## src/rtl/display_pkg.sv

```systemverilog
// Shared definitions for the display sharing arbiter and its tick generator.
package display_pkg;

  // Arbiter FSM states
  typedef enum logic [1:0] {
    ST_IDLE  = 2'd0,
    ST_GRANT = 2'd1,
    ST_BLANK = 2'd2
  } arb_state_e;

  // Digit code that display_7_seg shows as a dark digit
  localparam logic [3:0] DEFAULT_BLANK_CODE = 4'hF;

  // 1 kHz tick from a 50 MHz clock
  localparam int DEFAULT_TICK_DIV = 50000;

  // Replicate one blank digit code across all four digit positions
  function automatic logic [15:0] blank_digits(input logic [3:0] code);
    return {4{code}};
  endfunction

endpackage

```

## src/rtl/display_tick_gen.sv

```systemverilog
// Free-running prescaler producing a one-cycle tick pulse every TICK_DIV clocks.
module display_tick_gen
  import display_pkg::*;
#(
  parameter int TICK_DIV = DEFAULT_TICK_DIV
) (
  input  logic CLK,
  input  logic RST,
  output logic tick
);

  localparam int            CW   = (TICK_DIV > 1) ? $clog2(TICK_DIV) : 1;
  localparam logic [CW-1:0] LAST = CW'(TICK_DIV - 1);

  logic [CW-1:0] cnt_q;
  logic [CW-1:0] cnt_d;

  // Count 0..TICK_DIV-1 and wrap; never cleared by the arbiter state
  always_comb begin
    cnt_d = (cnt_q == LAST) ? '0 : cnt_q + CW'(1);
  end

  // Prescaler register
  always_ff @(posedge CLK) begin
    if (RST) cnt_q <= '0;
    else     cnt_q <= cnt_d;
  end

  assign tick = (cnt_q == LAST);

endmodule

```

## src/rtl/display_share_arbiter.sv

```systemverilog
// Round-robin sharing of one 4-digit 7-segment display between N_REQ lanes,
// with a minimum hold time per owner and a blank gap on every handover.
module display_share_arbiter
  import display_pkg::*;
#(
  parameter int         N_REQ       = 3,
  parameter int         TICK_DIV    = DEFAULT_TICK_DIV,
  parameter int         HOLD_TICKS  = 2000,
  parameter int         BLANK_TICKS = 20,
  parameter logic [3:0] BLANK_CODE  = DEFAULT_BLANK_CODE
) (
  input  logic                 CLK,
  input  logic                 RST,
  input  logic [N_REQ-1:0]     req,
  input  logic [16*N_REQ-1:0]  value,
  output logic [N_REQ-1:0]     grant,
  output logic [3:0]           units,
  output logic [3:0]           tens,
  output logic [3:0]           hundreds,
  output logic [3:0]           thousands,
  output logic                 busy
);

  localparam int               IW         = $clog2(N_REQ);
  localparam int               HOLD_EFF   = (HOLD_TICKS < 1) ? 1 : HOLD_TICKS;
  localparam int               HW         = $clog2(HOLD_EFF + 1);
  localparam logic [HW-1:0]    HOLD_MAX   = HW'(HOLD_EFF);
  localparam int               BW         = (BLANK_TICKS > 1) ? $clog2(BLANK_TICKS) : 1;
  localparam logic [BW-1:0]    BLANK_LAST = BW'((BLANK_TICKS > 0) ? BLANK_TICKS - 1 : 0);
  localparam logic [IW-1:0]    LAST_LANE  = IW'(N_REQ - 1);
  localparam logic [15:0]      BLANK_WORD = blank_digits(BLANK_CODE);

  arb_state_e        state_q,  state_d;
  logic [N_REQ-1:0]  grant_q,  grant_d;
  logic [IW-1:0]     owner_q,  owner_d;
  logic [IW-1:0]     rr_q,     rr_d;
  logic [HW-1:0]     hold_q,   hold_d;
  logic [BW-1:0]     blank_q,  blank_d;
  logic [15:0]       digits_q, digits_d;
  logic              busy_q,   busy_d;

  logic              tick;
  logic [15:0]       lanes [N_REQ];
  logic [IW-1:0]     winner;
  logic [IW-1:0]     cand;
  logic [N_REQ-1:0]  owner_mask;
  logic              others_req;
  logic [IW-1:0]     next_lane;

  display_tick_gen #(
    .TICK_DIV (TICK_DIV)
  ) u_tick (
    .CLK  (CLK),
    .RST  (RST),
    .tick (tick)
  );

  // Split the packed value bus into one 16-bit BCD word per lane
  always_comb begin
    for (int i = 0; i < N_REQ; i++) begin
      lanes[i] = value[16*i +: 16];
    end
  end

  // Round-robin pick: first requesting lane at or after the pointer, wrapping
  always_comb begin
    winner = rr_q;
    cand   = '0;
    for (int k = N_REQ - 1; k >= 0; k--) begin
      if (int'(rr_q) + k >= N_REQ) cand = IW'(int'(rr_q) + k - N_REQ);
      else                         cand = IW'(int'(rr_q) + k);
      if (req[cand]) winner = cand;
    end
  end

  assign owner_mask = N_REQ'(1) << owner_q;
  assign others_req = |(req & ~owner_mask);
  assign next_lane  = (owner_q == LAST_LANE) ? '0 : owner_q + IW'(1);

  // Next-state logic for the ownership FSM and all registered outputs
  always_comb begin
    state_d  = state_q;
    grant_d  = grant_q;
    owner_d  = owner_q;
    rr_d     = rr_q;
    hold_d   = hold_q;
    blank_d  = blank_q;
    digits_d = digits_q;
    busy_d   = busy_q;
    unique case (state_q)
      ST_IDLE: begin
        if (|req) begin
          state_d         = ST_GRANT;
          owner_d         = winner;
          grant_d         = '0;
          grant_d[winner] = 1'b1;
          busy_d          = 1'b1;
          digits_d        = lanes[winner];
          hold_d          = '0;
        end else begin
          grant_d  = '0;
          busy_d   = 1'b0;
          digits_d = BLANK_WORD;
        end
      end
      ST_GRANT: begin
        digits_d = lanes[owner_q];
        if (tick && hold_q != HOLD_MAX) hold_d = hold_q + HW'(1);
        if (!req[owner_q] || (hold_q == HOLD_MAX && others_req)) begin
          grant_d  = '0;
          rr_d     = next_lane;
          digits_d = BLANK_WORD;
          if (BLANK_TICKS > 0 && others_req) begin
            state_d = ST_BLANK;
            busy_d  = 1'b1;
            blank_d = '0;
          end else begin
            state_d = ST_IDLE;
            busy_d  = 1'b0;
          end
        end
      end
      ST_BLANK: begin
        grant_d  = '0;
        busy_d   = 1'b1;
        digits_d = BLANK_WORD;
        if (tick) begin
          if (blank_q == BLANK_LAST) begin
            state_d = ST_IDLE;
            busy_d  = 1'b0;
            blank_d = '0;
          end else begin
            blank_d = blank_q + BW'(1);
          end
        end
      end
      default: begin
        state_d  = ST_IDLE;
        grant_d  = '0;
        busy_d   = 1'b0;
        digits_d = BLANK_WORD;
      end
    endcase
  end

  // State and output registers; reset overrides every other input
  always_ff @(posedge CLK) begin
    if (RST) begin
      state_q  <= ST_IDLE;
      grant_q  <= '0;
      owner_q  <= '0;
      rr_q     <= '0;
      hold_q   <= '0;
      blank_q  <= '0;
      digits_q <= BLANK_WORD;
      busy_q   <= 1'b0;
    end else begin
      state_q  <= state_d;
      grant_q  <= grant_d;
      owner_q  <= owner_d;
      rr_q     <= rr_d;
      hold_q   <= hold_d;
      blank_q  <= blank_d;
      digits_q <= digits_d;
      busy_q   <= busy_d;
    end
  end

  assign grant     = grant_q;
  assign busy      = busy_q;
  assign thousands = digits_q[15:12];
  assign hundreds  = digits_q[11:8];
  assign tens      = digits_q[7:4];
  assign units     = digits_q[3:0];

endmodule

```

## config.mk

```make
export PLATFORM = sky130hd
export DESIGN_NAME = display_share_arbiter
export DESIGN_NICKNAME = d
export VERILOG_FILES = /design/src/rtl/display_pkg.sv /design/src/rtl/display_tick_gen.sv /design/src/rtl/display_share_arbiter.sv
export SDC_FILE = /design/constraint.sdc
export NUM_CORES = 1
export LEC_CHECK = 0
export ABC_AREA = 1
export ABC_CLOCK_PERIOD_IN_PS = 1900
export CAP_MARGIN = 25
export CORE_ASPECT_RATIO = 1.1
export CORE_UTILIZATION = 48
export DETAILED_ROUTE_END_ITERATION = 8
export GPL_ROUTABILITY_DRIVEN = 0
export PLACE_DENSITY = 0.76
export RECOVER_POWER = 50
export SETUP_SLACK_MARGIN = 0.1
export SYNTH_ARGS = -nofsm -noshare
export SYNTH_HDL_FRONTEND = slang
export SYNTH_SLANG_ARGS = --single-unit
```

## constraint.sdc

```tcl
create_clock -name CLK -period 1.9 [get_ports CLK]
set_input_delay 0.475 -clock CLK [delete_from_list [all_inputs] [get_ports CLK]]
set_output_delay 0.475 -clock CLK [all_outputs]
set_load 0.03 [all_outputs]
```

==> results.json <==
{
  "p_switching_uw": 3280,
  "ios": 73,
  "layout_common_cells": "164 x nand2_1, 74 x inv_1, 65 x nand3_1",
  "yosysTopAreaCell": "dfxtp_1",
  "r2r-end": "digits_q[6]$_SDFF_PP1_",
  "reg2reg_slack_ns": 0.01,
  "min_delay_path_depth": 2,
  "antenna_found_initial": 0,
  "ff_latch_area_um2": 1170,
  "viasPerCell": 5.51,
  "start_util": 0.500,
  "final_common_cell": "nand2_1",
  "hold_end": "grant[0]$_SDFFE_PP0P_",
  "slew_headroom": 0.635,
  "fin_nets": 804,
  "syn_avg_cell_area_um2": 6.09,
  "dieArea_um2": 8230,
  "ys_ff_latch": 58,
  "grt_usage": 0.306,
  "cts_buffers": 9,
  "syn_area_um2": 3780,
  "grt_pass1_vias": 4423,
  "drive_above_1_share": 0.211,
  "clock_skew_ns": 0.0111,
  "startpoint_type": "flip-flop",
  "power_frac_comb": 0.596,
  "p_per_area_nw_per_um2": 1280,
  "post_drt_wl_per_cell_um": 15.0,
  "rows": 33,
  "fp.dieW_um": 86.6,
  "clk_pin_slew_worst_paths_ns": 0.07,
  "worstPathRequired_ns": 2.19,
  "async_flop_share": 0,
  "hold_class": "reg -> reg",
  "synth_cell_types": 37,
  "layout_setup_ws_ns": 0.0131,
  "place_inst": 824,
  "ys_warn_count": 0,
  "crit_fanout": 16,
  "fillers": 588,
  "switching_share": 0.462,
  "die_h_um": 95.1,
  "clock-sinks": 58,
  "min_from": "grant[0]$_SDFFE_PP0P_",
  "worstReg2RegStart": "rr_q[1]$_SDFFE_PP0P_",
  "layout.cells.non_filler": 854,
  "cts_tree": "built",
  "fin_crit_ns": 1.89,
  "ctsLongestPathBuffers": 2,
  "reg2reg_depth": 13,
  "peakVddDrop_uv": 800,
  "synthesis.nets": 681,
  "portBuffers": 72,
  "finalHoldViolCount": 0,
  "vias": 4707,
  "final_antenna_net_count": 0,
  "synth_edf_count": 0,
  "synth_area_leaders": "dfxtp_1 31%, nand2_1 18%, nand3_1 9.7%, inv_1 8.2%, nor2_1 7.0%",
  "pwr-share-seq": 0.218,
  "synth-main-ff-cell": "dfxtp_1",
  "rsz0062_at_grt": "yes",
  "syn2layout_area_growth_pct": 46.6,
  "multi_input_area_um2": 2510,
  "syn_inst": 621,
  "ys_seq_area_frac": 0.307,
  "drv_cap": 0,
  "path_class": "reg -> reg",
  "dp_hpwl_mm": 8.22,
  "grt_remaining_overflow": 0,
  "diodes": 0,
  "clockPowerShare": 0.187,
  "dr.pass1.iters": 6,
  "dp_slack_ns": -0.499,
  "drtIter0Drc": 464,
  "p_int_uw": 3820,
  "core_area_um2": 7560,
  "cts_root_buf": "clkbuf_8",
  "leakage_uw": 0.00238,
  "critPathCaptureType": "flip-flop",
  "setup-violations-final": 0,
  "cp.arrival_ns": 2.17,
  "worst_pin_slew_ns": 0.546,
  "synth.top_cell.area_share": 0.307,
  "clock_latency_ns": 0.35,
  "grt_first_pass_wirelength_mm": 19.9,
  "drc": 0,
  "grt_max_degree": 21,
  "routed_wl_mm": 12.8,
  "cts-htree-levels": 3,
  "final-max-slew-violation-count": 0,
  "max_freq_mhz": 530,
  "finalCritPeriodShare": 0.993,
  "status": "completed"
}
[cell usage after synthesis (3+ instances only)]
library cell	instances
xor2_1	4
inv_1	83
nor3_1	14
nand2_1	179
nand2_2	4
buf_6	3
ha_1	7
buf_2	8
clkbuf_1	8
a21oi_1	43
nor2_2	3
nor2_1	70
nor3b_1	4
nor4_1	3
o221ai_1	9
and3_1	3
nand4_1	9
dfxtp_1	58
a221oi_1	5
nand3_1	73
o22ai_1	3
o21ai_0	8
[routing by layer]
| layer | vias to the layer above | GRT usage | share of wire |
|---|---|---|---|
| li1 | 2266 | - | - |
| met3 | 60 | 0.0433 | 0.081 |
| met5 | - | 0 | 0 |
| met1 | 2108 | 0.361 | 0.40 |
| met4 | 0 | 0.183 | 0.049 |
| met2 | 273 | 0.528 | 0.47 |
[worst max-delay path by stage]
| stage | cells after the start | end | startpoint | slack (ns) |
|---|---|---|---|---|
| finish | 13 | digits_q[6]$_SDFF_PP1_ | rr_q[1]$_SDFFE_PP0P_ | 0.01 |
| global route | 17 | digits_q[6]$_SDFF_PP1_ | rr_q[0]$_SDFFE_PP0P_ | -0.14 |
| CTS | 16 | digits_q[6]$_SDFF_PP1_ | rr_q[0]$_SDFFE_PP0P_ | 0.05 |
| detailed placement | 13 | digits_q[6]$_SDFF_PP1_ | req[1] | -0.50 |
| global placement | 12 | digits_q[6]$_SDFF_PP1_ | req[2] | -0.45 |
| floorplan | 15 | digits_q[6]$_SDFF_PP1_ | rr_q[0]$_SDFFE_PP0P_ | 0.11 |
[power by group through the flow]
stage	combinational, µW	sequential [µW]	clock [µW]
floorplan	1950	1870	0
global placement	3450	1550	0
detailed placement	3520	1560	0
CTS	3940	1530	1320
global route	4530	1560	1370
finish	4230	1540	1320
[sequential cells by signal, summed over array words and instances, names as in the netlist]
name          flops
rr_q              2
state_q           2
busy              1
owner_q           2
blank_q           5
u_tick.cnt_q     16
digits_q         16
grant             3
hold_q           11
[final cells by class]
class / count / area share
clock buffer: 10 / 0.0248
tap: 105 / 0.0237
timing repair buffer: 128 / 0.206
sequential: 58 / 0.212
clock inverter: 6 / 0.0160
timing repair inverter: 1 / 0.00203
inverter: 87 / 0.0630
multi-input combinational: 459 / 0.453
[stage by stage]
stage | hold slack [ns] | power, µW | instance area, µm² | util | TNS [ns]
after global routing | 0.503 | 7460 | 5540 | 0.734 | -2.07
after CTS | 0.474 | 6790 | 5350 | 0.709 | 0
after detailed placement | 0.466 | 5080 | 4910 | 0.650 | -17.07
after floorplan | 0.430 | 3820 | 3810 | - | 0
after global placement | 0.453 | 5000 | 4910 | 0.650 | -15.45
final | 0.469 | 7100 | 5540 | 0.734 | 0
[worst max-delay path, cell delays in order, from the launching register on]
cell	delay (ns)
dfxtp_4	0.39
ha_4	0.16
inv_1	0.09
nor3_2	0.28
nor2_4	0.08
buf_6	0.13
a21oi_4	0.13
buf_12	0.16
inv_16	0.06
nor2_1	0.10
nor2_1	0.04
nand2_1	0.07
nand2_2	0.07
nand2_1	0.06
[kinds of logic (layout without fill, tap and decap cells)]
| group | after synthesis | count (layout) | synth area share |
|---|---|---|---|
| and+or+nand+nor | 367 | 369 | 0.420 |
| AOI/OAI and AO/OA | 77 | 77 | 0.122 |
| xor gates and xnor gates | 6 | 6 | 0.0139 |
| DFF | 58 | 58 | 0.307 |
| adders and majority gates | 7 | 7 | 0.0232 |
| buffers and inverters | 106 | 232 | 0.114 |
[what timing repair did]
action	in CTS	in global routing
setup endpoints to repair	54	49
gates cloned	3	1
gates resized for setup	63	62
buffers inserted	4	7
pin swaps	8	16
hold buffers	0	0
No activity file was read; power rests on OpenSTA's default activity.
